$ cat config.mk
export PLATFORM = sky130hd
export DESIGN_NAME = uart_tx_ctrl
export DESIGN_NICKNAME = d
export VERILOG_FILES = /design/src/rtl/uart_pkg.sv /design/src/rtl/uart_baud_gen.sv /design/src/rtl/uart_tx_ctrl.sv
export SDC_FILE = /design/constraint.sdc
export NUM_CORES = 1
export LEC_CHECK = 0
export ABC_AREA = 1
export CAP_MARGIN = 30
export CELL_PAD_IN_SITES_DETAIL_PLACEMENT = 0
export CELL_PAD_IN_SITES_GLOBAL_PLACEMENT = 1
export CORE_MARGIN = 1
export CORE_UTILIZATION = 39
export CTS_BUF_LIST = sky130_fd_sc_hd__clkbuf_8
export DETAILED_ROUTE_END_ITERATION = 12
export GPL_ROUTABILITY_DRIVEN = 0
export PLACE_DENSITY = 0.86
export SYNTH_ARGS = -nofsm -noshare
export SYNTH_HDL_FRONTEND = slang
export SYNTH_SLANG_ARGS = --single-unit
$ cat constraint.sdc
create_clock -name clk -period 1.62 [get_ports clk]
set_clock_uncertainty 0.1 [all_clocks]
set_input_delay 0.324 -clock clk [delete_from_list [all_inputs] [get_ports clk]]
set_output_delay 0.324 -clock clk [all_outputs]
set_load 0.1 [all_outputs]
$ cat src/rtl/uart_pkg.sv
// Shared definitions for the UART transmit path: FSM state encoding,
// frame length and baud divisor helpers.
package uart_pkg;

  // Legacy-compatible state encodings; the enum below reuses them
  localparam logic [1:0] S_IDLE = 2'd0;
  localparam logic [1:0] S_LOAD = 2'd1;
  localparam logic [1:0] S_SEND = 2'd2;

  typedef enum logic [1:0] {
    ST_IDLE = S_IDLE,
    ST_LOAD = S_LOAD,
    ST_SEND = S_SEND
  } state_e;

  // Start + data + parity + stop
  function automatic int frame_bits(input int data_width);
    return data_width + 3;
  endfunction

  // Clock cycles per bit period (integer divide, caller guarantees >= 2)
  function automatic int baud_div(input int clk_freq, input int baud_rate);
    return clk_freq / baud_rate;
  endfunction

endpackage

$ cat src/rtl/uart_baud_gen.sv
// Bit-period timer: counts 0..BAUD_DIV-1 while enabled and raises tick
// on the last count of each period. clear restarts the period at 0.
module uart_baud_gen #(
  parameter int BAUD_DIV = 4
) (
  input  logic clk,
  input  logic rst,
  input  logic clear,
  input  logic en,
  output logic tick
);

  localparam int CW = (BAUD_DIV > 2) ? $clog2(BAUD_DIV) : 1;
  localparam logic [CW-1:0] LAST = CW'(BAUD_DIV - 1);

  logic [CW-1:0] baud_cnt_reg;

  assign tick = en && (baud_cnt_reg == LAST);

  // Wrapping period counter with synchronous clear
  always_ff @(posedge clk or negedge rst) begin
    if (!rst) begin
      baud_cnt_reg <= '0;
    end else if (clear) begin
      baud_cnt_reg <= '0;
    end else if (en) begin
      baud_cnt_reg <= (baud_cnt_reg == LAST) ? '0 : baud_cnt_reg + 1'b1;
    end
  end

endmodule

$ cat src/rtl/uart_tx_ctrl.sv
// UART transmit sequencer: accepts a byte on valid/ready, strobes the
// shifter's load and shift_en, counts frame bits and pulses done at the
// end of the stop bit. Define UART_TX_HOLD_EN to add a one-entry holding
// register that allows back-to-back frames.
module uart_tx_ctrl
  import uart_pkg::*;
#(
  parameter int CLK_FREQ   = 50_000_000,
  parameter int BAUD_RATE  = 115200,
  parameter int DATA_WIDTH = 8,
  parameter int FRAME_BITS = frame_bits(DATA_WIDTH)
) (
  input  logic                  clk,
  input  logic                  rst,
  input  logic                  tx_valid,
  input  logic [DATA_WIDTH-1:0] tx_data,
  output logic                  tx_ready,
  output logic                  load,
  output logic                  shift_en,
  output logic [DATA_WIDTH-1:0] shift_data,
  output logic                  busy,
  output logic                  done
);

  localparam int BAUD_DIV = baud_div(CLK_FREQ, BAUD_RATE);
  localparam int BW       = $clog2(FRAME_BITS + 1);

  state_e                state_reg, state_next;
  logic [BW-1:0]         bit_cnt_reg;
  logic [DATA_WIDTH-1:0] shift_data_reg;
  logic                  tick, accept, restart, baud_clear, baud_en;

  // Outputs decode straight from state so an async reset clears them at once
  assign baud_clear = (state_reg == ST_LOAD);
  assign baud_en    = (state_reg == ST_SEND);
  assign load       = (state_reg == ST_LOAD);
  assign busy       = (state_reg != ST_IDLE);
  assign shift_en   = tick;
  assign done       = tick && (bit_cnt_reg == BW'(FRAME_BITS - 1));
  assign accept     = tx_valid && tx_ready;
  assign shift_data = shift_data_reg;

  uart_baud_gen #(.BAUD_DIV(BAUD_DIV)) u_baud_gen (
    .clk   (clk),
    .rst   (rst),
    .clear (baud_clear),
    .en    (baud_en),
    .tick  (tick)
  );

`ifdef UART_TX_HOLD_EN
  logic [DATA_WIDTH-1:0] hold_data_reg;
  logic                  hold_full_reg;

  assign tx_ready = !hold_full_reg;
  // A pending byte (held, or offered on the done cycle) starts the next frame
  assign restart  = hold_full_reg || accept;

  // Holding register: filled while a frame is in flight, drained at done
  always_ff @(posedge clk or negedge rst) begin
    if (!rst) begin
      hold_data_reg <= '0;
      hold_full_reg <= 1'b0;
    end else if (done) begin
      hold_full_reg <= 1'b0;
    end else if (accept && (state_reg != ST_IDLE)) begin
      hold_data_reg <= tx_data;
      hold_full_reg <= 1'b1;
    end
  end

  // Shifter byte: direct capture in IDLE, or next byte at the done cycle
  always_ff @(posedge clk or negedge rst) begin
    if (!rst) begin
      shift_data_reg <= '0;
    end else if ((state_reg == ST_IDLE) && accept) begin
      shift_data_reg <= tx_data;
    end else if (done && hold_full_reg) begin
      shift_data_reg <= hold_data_reg;
    end else if (done && accept) begin
      shift_data_reg <= tx_data;
    end
  end
`else
  assign tx_ready = (state_reg == ST_IDLE);
  assign restart  = 1'b0;

  // Shifter byte: captured only on acceptance in IDLE
  always_ff @(posedge clk or negedge rst) begin
    if (!rst) begin
      shift_data_reg <= '0;
    end else if (accept) begin
      shift_data_reg <= tx_data;
    end
  end
`endif

  // Frame bit counter: cleared in LOAD, advances on every bit period end
  always_ff @(posedge clk or negedge rst) begin
    if (!rst) begin
      bit_cnt_reg <= '0;
    end else if (state_reg == ST_LOAD) begin
      bit_cnt_reg <= '0;
    end else if (shift_en) begin
      bit_cnt_reg <= bit_cnt_reg + 1'b1;
    end
  end

  // Next-state logic
  always_comb begin
    state_next = state_reg;
    case (state_reg)
      ST_IDLE: if (accept) state_next = ST_LOAD;
      ST_LOAD: state_next = ST_SEND;
      ST_SEND: if (done) state_next = restart ? ST_LOAD : ST_IDLE;
      default: state_next = ST_IDLE;
    endcase
  end

  // State register
  always_ff @(posedge clk or negedge rst) begin
    if (!rst) state_reg <= ST_IDLE;
    else      state_reg <= state_next;
  end

endmodule

Word level (Yosys, flattened, before mapping). Cells that the tools add are included.

Flip-flop bits (word level): 23. Input port bits: 11. Output and inout bits: 13. Word-level logic and storage cells: 28.

Add/subtract/negate cells: 2. Equality and inequality tests: 6. Mux-type cells: 8. Reduce and logical (&&, ||, !) cells: 8.

Operators with widths (count): $mux 9 (3); $add 9x1->9 const B (1); $eq 9x9->1 const B (1); $mux 4 (2); $pmux 2 s3 (1); $reduce_bool 2->1 (3); $add 4x1->4 const B (1); $eq 4x4->1 const B (1); $mux 2 (2); $logic_and 1x1->1 (3); $eq 2x1->1 const B (1); $eq 2x2->1 const B (1); $logic_not 2->1 (1); $ne 2x1->1 const B (1); $ne 2x2->1 const B (1); $reduce_and 2->1 (1).

Longest topological paths before layout. Gate-level depths: netlist of the first run.

Word-level depth: 5. Mapped depth: 11. Mapped depth without buffers: 11.

Hierarchy. From an unflattened synthesis of the first run, not the netlist that was laid out.

Cells, all modules: 164. Area, all modules: 1217.4 µm².

By module, submodules not included: uart_tx_ctrl (times used 1, cells each 70, area each 614.3 µm², sequential area each 350.3 µm²); uart_baud_gen (times used 1, cells each 94, area each 603.1 µm², sequential area each 225.2 µm²).

Worst setup path after synthesis of the first run. OpenSTA, ideal clock, no wires.

Path kind: register -> register. Start point: register state_reg[0]. End point: register state_reg[1]. Setup time: 121 ps. Arrival time: 2612 ps. Data required time: 1399 ps. Slack: -1213 ps. Stages on the path, launching flop included: 7. Buffers on the path: 0. Period minus slack after synthesis: 2833 ps. Cell sequence: dfrtp_1 > inv_1 > ha_1 > inv_1 > or2_2 > nand3_1 > nand2_1.

Elaborated cells between the ends (all ways): 10. Classes of those cells: 4 x eq/ne; 1 x mux; 5 x reduce/logical.

RTL lines: start, declared (line uart_tx_ctrl.sv:28) `state_e state_reg, state_next;`; start signal, assigned (line uart_tx_ctrl.sv:123) `else state_reg <= state_next;`; $logic_not 2->1 * (line uart_tx_ctrl.sv:85) `assign tx_ready = (state_reg == ST_IDLE);`; named net tx_ready (line uart_tx_ctrl.sv:17) `output logic tx_ready,`; $logic_and 1x1->1 (line uart_tx_ctrl.sv:40) `assign accept = tx_valid && tx_ready;`; $ne 2x1->1 (no line); $reduce_and 2->1 (no line).

Mark *: on every way through the listed nets, which the timed path passes. The rest lies on a longest branch. A chain may end at the register's enable or synchronous reset.

Worst setup path after layout of the first run.
Start point: register u_baud_gen.baud_cnt_reg[1]. End point: output done.

Word-level cells in the longest chain between the ends: 3.

RTL lines: start, declared (line uart_baud_gen.sv:16) `logic [CW-1:0] baud_cnt_reg;`; start signal, assigned (line uart_baud_gen.sv:27) `baud_cnt_reg <= (baud_cnt_reg == LAST) ? '0 : baud_cnt_reg + 1'b1;`; $eq 9x9->1 (line uart_baud_gen.sv:18) `assign tick = en && (baud_cnt_reg == LAST);`; $logic_and 1x1->1 (line uart_baud_gen.sv:18); $logic_and 1x1->1 (line uart_tx_ctrl.sv:39) `assign done = tick && (bit_cnt_reg == BW'(FRAME_BITS - 1));`; end, declared (line uart_tx_ctrl.sv:22) `output logic done`.

Every way passes these cells.

==> results of run 1 <==
## worst paths after layout
path                                                   startpoint                                      to  slack (ns)  cells past startpoint
max                        u_baud_gen.baud_cnt_reg[1]$_DFFE_PN0P_                                    done       -0.27                      9
min                                                           rst              bit_cnt_reg[2]$_DFFE_PN0P_        0.31                      2
max reg2reg                              state_reg[1]$_DFFE_PN0P_                state_reg[0]$_DFFE_PN0P_        0.07                      8
min reg2reg                            bit_cnt_reg[0]$_DFFE_PN0P_              bit_cnt_reg[0]$_DFFE_PN0P_        0.44                      2
max in group asynchronous                                     rst  u_baud_gen.baud_cnt_reg[6]$_DFFE_PN0P_        0.88                      2
min in group clk                       bit_cnt_reg[0]$_DFFE_PN0P_              bit_cnt_reg[0]$_DFFE_PN0P_        0.44                      2
## power breakdown
group,internal (W),switching (W),leakage (nW)
combinational,0.00102,0.00170,0.617
clock,0.000169,0.000186,0.0269
sequential,0.000744,0.000165,0.301
total,0.00193,0.00205,0.945
## stage by stage
step           TNS, ns  setup WS, ns  total power (W)  instances  hold slack (ns)
2_1_floorplan    -2.94        -0.461          0.00257        153          -0.0716
3_3_place_gp         0        0.0237          0.00344        228            0.411
3_5_place_dp         0        0.0124          0.00349        228            0.427
4_1_cts          -1.22        -0.273          0.00390        237            0.319
5_1_grt         -0.941        -0.386          0.00418        238            0.334
6_report        -0.561        -0.271          0.00398        238            0.305
## Yosys cell counts
library cell,number,share of area [%]
nand2_1,52,16
dfrtp_1,23,46
inv_1,17,5.1
nor2_1,11,3.3
ha_1,7,7.0
nand2_2,6,3.0
nand3_1,6,2.4
inv_2,4,1.2
xor2_1,4,2.8
a21oi_1,3,1.2
nand2_4,2,1.8
nor2_2,2,1.0
nor3_1,2,0.80
o21ai_2,2,1.4
a21oi_2,1,0.70
clkinv_1,1,0.30
clkinv_2,1,0.40
nand3_2,1,0.80
nand3b_1,1,0.60
nand4_1,1,0.50
nor2_4,1,0.90
o21a_1,1,0.60
o21ai_0,1,0.40
o21ai_1,1,0.40
o21bai_2,1,0.90
or2_2,1,0.50
## cells by family (layout without fill, tap and decap cells)
logic type	after synthesis	count (layout)	share of synthesized area (%)
AO/OA/AOI/OAI	10	10	5.62
XOR/XNOR	4	4	2.81
adder cells (fa/ha/maj)	7	7	7.03
buffers and inverters	23	64	7.03
flip-flops	23	23	46.2
AND/OR/NAND/NOR	86	86	31.3
## cell type report
type | count | area share (%)
Tap cell | 44 | 2.93
Clock inverter | 1 | 0.200
Multi-Input combinational cell | 107 | 34.0
Sequential cell | 23 | 30.6
Timing Repair Buffer | 37 | 25.0
Clock buffer | 3 | 2.20
Inverter | 23 | 5.06
## repair_timing
| action | 4_1_cts | 5_1_grt |
|---|---|---|
| pin swaps | 2 | 2 |
| gates cloned | 0 | 0 |
| setup endpoints to repair | 4 | 15 |
| resized for setup | 0 | 6 |
| buffers inserted | 5 | 4 |
## routing by layer
layer / vias to the layer above / track usage (%) / part of all wire (%)
li1: 549 / - / -
met5: - / 0 / 0
met4: 0 / 4.08 / 0.76
met2: 25 / 34.5 / 51
met3: 3 / 5.49 / 5.7
met1: 491 / 20.1 / 42
## layout by cell type, fill, tap and decap left out, drive strengths merged
| cell | instances |
|---|---|
| nand2 | 60 |
| buf | 27 |
| dfrtp | 23 |
| inv | 21 |
| nor2 | 14 |
| clkdlybuf4s50 | 10 |
| nand3 | 7 |
| ha | 7 |
| xor2 | 4 |
| a21oi | 4 |
| o21ai | 4 |
| clkbuf | 3 |
| nor3 | 2 |
| clkinv | 2 |
| clkinvlp | 1 |
| nand3b | 1 |
| nand4 | 1 |
| o21bai | 1 |
| or2 | 1 |
| o21a | 1 |
==> impl_metrics.py, run 1 <==
metrics = {
    "setup_path": {
        "critical-path-top-delay-family": "simple AND/OR/NAND/NOR gates",
        "worst-setup-path-type": "reg2out",
        "cp.required_ns": 1.20,
        "cp_max_fo": 3,
        "critPathBufInv": 3,
        "cp.arrival_ns": 1.47,
        "slowest_delay_ns": 0.38,
        "worstPathCellList": "inv_1 > ha_1 > nand2_1 > nor2_1 > nand2_2 > inv_2 > nand2_4 > nor2_4 > buf_12",
        "cp-end-kind": "output port",
        "cp_slowest_cell": "dfrtp_1",
        "start_kind": "flip-flop",
    },
    "global_routing": {
        "grt_pass1_wl_um": 4710,
        "grt_max_degree": 24,
        "antenna_found_initial": 0,
        "overflow": 0,
        "track_usage_pct": 18.3,
        "grt_pass1_vias": 1105,
    },
    "clocking": {
        "clockRootBuffer": "clkbuf_8",
        "h-tree-depth": 1,
        "clk_latency_ns": 0.27,
        "cts_tree": "done",
        "clk_pin_slew_ns": 0.09,
        "cts_buffer_depth": 2,
        "numCtsBuffers": 3,
        "cts_hold_buf": 0,
        "cts.sinks": 23,
    },
    "timing": {
        "finalCritPeriodShare_pct": 117,
        "fmax_ghz": 0.529,
        "setup_ws_ns": -0.271,
        "min_period_ns": 1.89,
        "tightest_slew_ns": 0.306,
        "rsz0062_at_grt": "true",
        "setup_viol": 4,
        "hold_violations": 0,
        "slew_violations": 0,
        "slew_headroom_pct": 79.6,
    },
    "routing": {
        "vias": 1068,
        "dr.pass1.iters": 2,
        "routed_wl_um": 2780,
        "initialDrtViolationCount": 15,
        "routed_via_density": 4.49,
        "antenna_left": 0,
        "wl_per_cell_um": 11.7,
        "drc": 0,
    },
    "logic_synthesis": {
        "synthCells": 153,
        "synth_nets": 171,
        "ys_seq_area_share_pct": 46.2,
        "ys_warn_count": 0,
        "syn_area_mm2": 0.00125,
        "synth-seq-cells": 23,
        "synth_area_per_cell_um2": 8.15,
        "synth.distinct_cells": 26,
    },
    "layout": {
        "multiInputGateArea_um2": 638,
        "nets": 213,
        "areaGrowthSynthToFinish_pct": 50.7,
        "seq_area_um2": 576,
        "utilization_pct": 61.5,
        "design_area_mm2": 0.00188,
        "diodes": 0,
        "largest_reg_flops": 9,
        "fillers": 273,
        "drive_gt1_share_pct": 32.0,
    },
    "hold_path": {
        "hold_class": "in2async",
    },
    "floorplan": {
        "row_count": 20,
        "die_x_um": 58.5,
        "start_util_pct": 40.8,
        "die_h_um": 58.5,
        "pin_count": 24,
        "core_mm2": 0.00305,
        "fp.dieArea_mm2": 0.00343,
    },
    "outcome": {
        "status": "finished with violations",
        "violations": "negative setup slack",
    },
    "placement": {
        "placed_area_mm2": 0.00176,
        "dpl.hpwl_um": 2030,
        "port-buffer-count": 23,
    },
    "pwr": {
        "power.density_mw_per_mm2": 2120,
        "leakage_nw": 0.945,
        "peakVddDrop_mv": 1.42,
    },
    "run": {
        "max-cap-violations": 0,
    },
}
Power figures use the tool's default switching activity.
==> inputs of run 2 (changes only) <==
--- a/config.mk
+++ b/config.mk
@@ -10,11 +10,11 @@
 export CELL_PAD_IN_SITES_DETAIL_PLACEMENT = 0
 export CELL_PAD_IN_SITES_GLOBAL_PLACEMENT = 1
 export CORE_MARGIN = 1
-export CORE_UTILIZATION = 39
+export CORE_UTILIZATION = 35
 export CTS_BUF_LIST = sky130_fd_sc_hd__clkbuf_8
 export DETAILED_ROUTE_END_ITERATION = 12
 export GPL_ROUTABILITY_DRIVEN = 0
-export PLACE_DENSITY = 0.86
+export PLACE_DENSITY = 0.82
 export SYNTH_ARGS = -nofsm -noshare
 export SYNTH_HDL_FRONTEND = slang
 export SYNTH_SLANG_ARGS = --single-unit
==> constraint.sdc (replaced) <==
create_clock -name clk -period 1.58 [get_ports clk]
set_clock_uncertainty 0.1 [all_clocks]
set_input_delay 0.316 -clock clk [delete_from_list [all_inputs] [get_ports clk]]
set_output_delay 0.316 -clock clk [all_outputs]
set_load 0.1 [all_outputs]
==> run 2 against run 1 <==
Effect of this change:
- the flow still finishes with violations (negative setup slack)
- first-iteration DRC count increased by 100%
- global-route usage fell by 2.9 points
- count of clock-buffer cells in the layout stayed put
- die area up 11%
- final cell count rose by 1.3%
- utilization is 4.9 points lower
- clock power is 8.5% higher
- combinational power up 2%
- flip-flop and latch count unchanged
- via count up 3.7%
- sequential power up 2.6%
- register-to-register slack got worse by 0.04 ns
- critical endpoint unchanged
- largest cell class unchanged
- largest power group unchanged
==> impl_metrics.py, run 2 (synthesis gave the netlist of run 1 again) <==
metrics = {
    "run": {
        "max-cap-violations": 0,
    },
    "floorplan": {
        "pin_count": 24,
        "die_x_um": 61.7,
        "start_util_pct": 37.1,
        "row_count": 21,
        "die_h_um": 61.7,
        "fp.dieArea_mm2": 0.00380,
        "core_mm2": 0.00336,
    },
    "layout": {
        "drive_gt1_share_pct": 34.4,
        "nets": 214,
        "areaGrowthSynthToFinish_pct": 52.8,
        "final_common_cell": "nand2_1",
        "fillers": 318,
        "layout_common_cells": "nand2_1, dfrtp_1, buf_4",
        "diodes": 0,
        "fin_cells": 241,
        "largest_reg_flops": 9,
    },
    "timing": {
        "hold_violations": 0,
        "timing.hold.ws_ns": 0.298,
        "tns_ns": -0.657,
        "rsz0062_at_grt": "true",
        "slew_violations": 0,
        "finalCritPeriodShare_pct": 119,
        "slew_headroom_pct": 79.5,
        "setup_ws_ns": -0.307,
        "tightest_slew_ns": 0.307,
        "min_period_ns": 1.89,
        "fmax_ghz": 0.530,
        "setup_viol": 3,
    },
    "placement": {
        "place_inst": 233,
        "port-buffer-count": 23,
        "pre_cts_ws_ns": -0.0279,
        "dpl.hpwl_um": 2020,
    },
    "setup_path": {
        "cp-startpoint": "u_baud_gen.baud_cnt_reg[1]$_DFFE_PN0P_",
        "reg2reg_depth": 8,
        "rr_endpoint": "u_baud_gen.baud_cnt_reg[7]$_DFFE_PN0P_",
        "start_kind": "flip-flop",
        "cp.required_ns": 1.16,
        "worstSetupEndpoint": "done",
        "rrSetupSlack_ns": 0.03,
        "cp-end-kind": "output port",
        "reg2reg_from": "state_reg[0]$_DFFE_PN0P_",
        "cp.arrival_ns": 1.47,
        "cp_max_fo": 3,
        "worst-setup-path-type": "reg2out",
    },
    "routing": {
        "dr.pass1.iters": 4,
        "drc": 0,
        "antenna_left": 0,
        "routed_wl_um": 2680,
        "wl_per_cell_um": 11.1,
        "vias": 1108,
        "routed_via_density": 4.60,
        "initialDrtViolationCount": 30,
    },
    "outcome": {
        "violations": "negative setup slack",
        "status": "finished with violations",
    },
    "pwr": {
        "p_comb_share_pct": 67.6,
        "leakage_nw": 0.951,
        "power.density_mw_per_mm2": 2140,
        "p_int_w": 0.00196,
        "switchingPower_w": 0.00211,
        "pwr-share-clk_pct": 9.4,
        "seqPwrFrac_pct": 22.9,
        "peakVddDrop_mv": 1.82,
        "swShare_pct": 51.8,
    },
    "clocking": {
        "clk_pin_slew_ns": 0.09,
        "cts_tree": "done",
        "cts_hold_buf": 0,
        "clockRootBuffer": "clkbuf_8",
        "numCtsBuffers": 3,
        "clk_latency_ns": 0.27,
        "cts_buffer_depth": 2,
        "cts.sinks": 23,
        "h-tree-depth": 1,
    },
    "global_routing": {
        "grt_pass1_vias": 996,
        "grt_max_degree": 24,
        "grt_pass1_wl_um": 4240,
        "antenna_found_initial": 0,
        "track_usage_pct": 15.4,
        "overflow": 0,
    },
    "hold_path": {
        "hold_class": "in2async",
    },
}
run 2: final cells by class:
cell class,instances,area (um2),share of cell area [%]
tap,46,57.6,3.02
inverter,23,95.1,4.99
multi-input combinational,107,657,34.5
sequential,23,576,30.2
timing repair buffer,38,473,24.8
clock inverter,1,5.00,0.263
clock buffer,3,41.3,2.17
run 2: metrics by stage:
stage	total power [W]	instance area, um2	util, %
after CTS	0.00405	1870	55.5
after global routing	0.00428	1900	56.6
after floorplan	0.00263	1280	-
final	0.00407	1900	56.6
after global placement	0.00356	1780	53.1
after detailed placement	0.00360	1780	53.1
run 2: how the worst min path moves through the flow:
stage                                     from                         end  slack, ns  cells past startpoint
detailed placement    state_reg[0]$_DFFE_PN0P_    state_reg[0]$_DFFE_PN0P_       0.42                      2
global placement    bit_cnt_reg[3]$_DFFE_PN0P_  bit_cnt_reg[3]$_DFFE_PN0P_       0.41                      2
global route                               rst   shift_data[4]$_DFFE_PN0P_       0.33                      2
finish                                     rst   shift_data[4]$_DFFE_PN0P_       0.30                      2
CTS                                        rst  bit_cnt_reg[2]$_DFFE_PN0P_       0.31                      2
floorplan                                  rst  bit_cnt_reg[0]$_DFFE_PN0P_      -0.08                      0
run 2: power by group through the flow:
| stage | combinational, W | sequential [W] | clock [W] |
|---|---|---|---|
| floorplan | 0.00103 | 0.00160 | 0 |
| global placement | 0.00264 | 0.000923 | 0 |
| detailed placement | 0.00266 | 0.000938 | 0 |
| CTS | 0.00272 | 0.000936 | 0.000395 |
| global route | 0.00290 | 0.000957 | 0.000428 |
| finish | 0.00276 | 0.000933 | 0.000385 |
run 2: repair_timing:
action / CTS / global route
pin swaps: 2 / 0
gates cloned: 0 / 0
resized for setup: 3 / 8
setup buffers: 3 / 1
endpoints found under the setup margin: 4 / 13
run 2: worst max-delay path, cell delays in order, from the launching register on:
cell and delay [ns]:
dfrtp_1 0.39, inv_1 0.05, ha_1 0.12, nand2_1 0.04
nor2_1 0.11, nand2_2 0.07, inv_2 0.06, nand2_4 0.07
nor2_4 0.10, buf_12 0.18
run 2: metal layers:
| layer | vias up | GRT usage [%] | part of all wire, % |
|---|---|---|---|
| met5 | - | 0 | 0 |
| met4 | 0 | 5.71 | 1.3 |
| met3 | 5 | 3.57 | 4.2 |
| met2 | 22 | 25.7 | 49 |
| met1 | 527 | 19.3 | 45 |
| li1 | 554 | - | - |
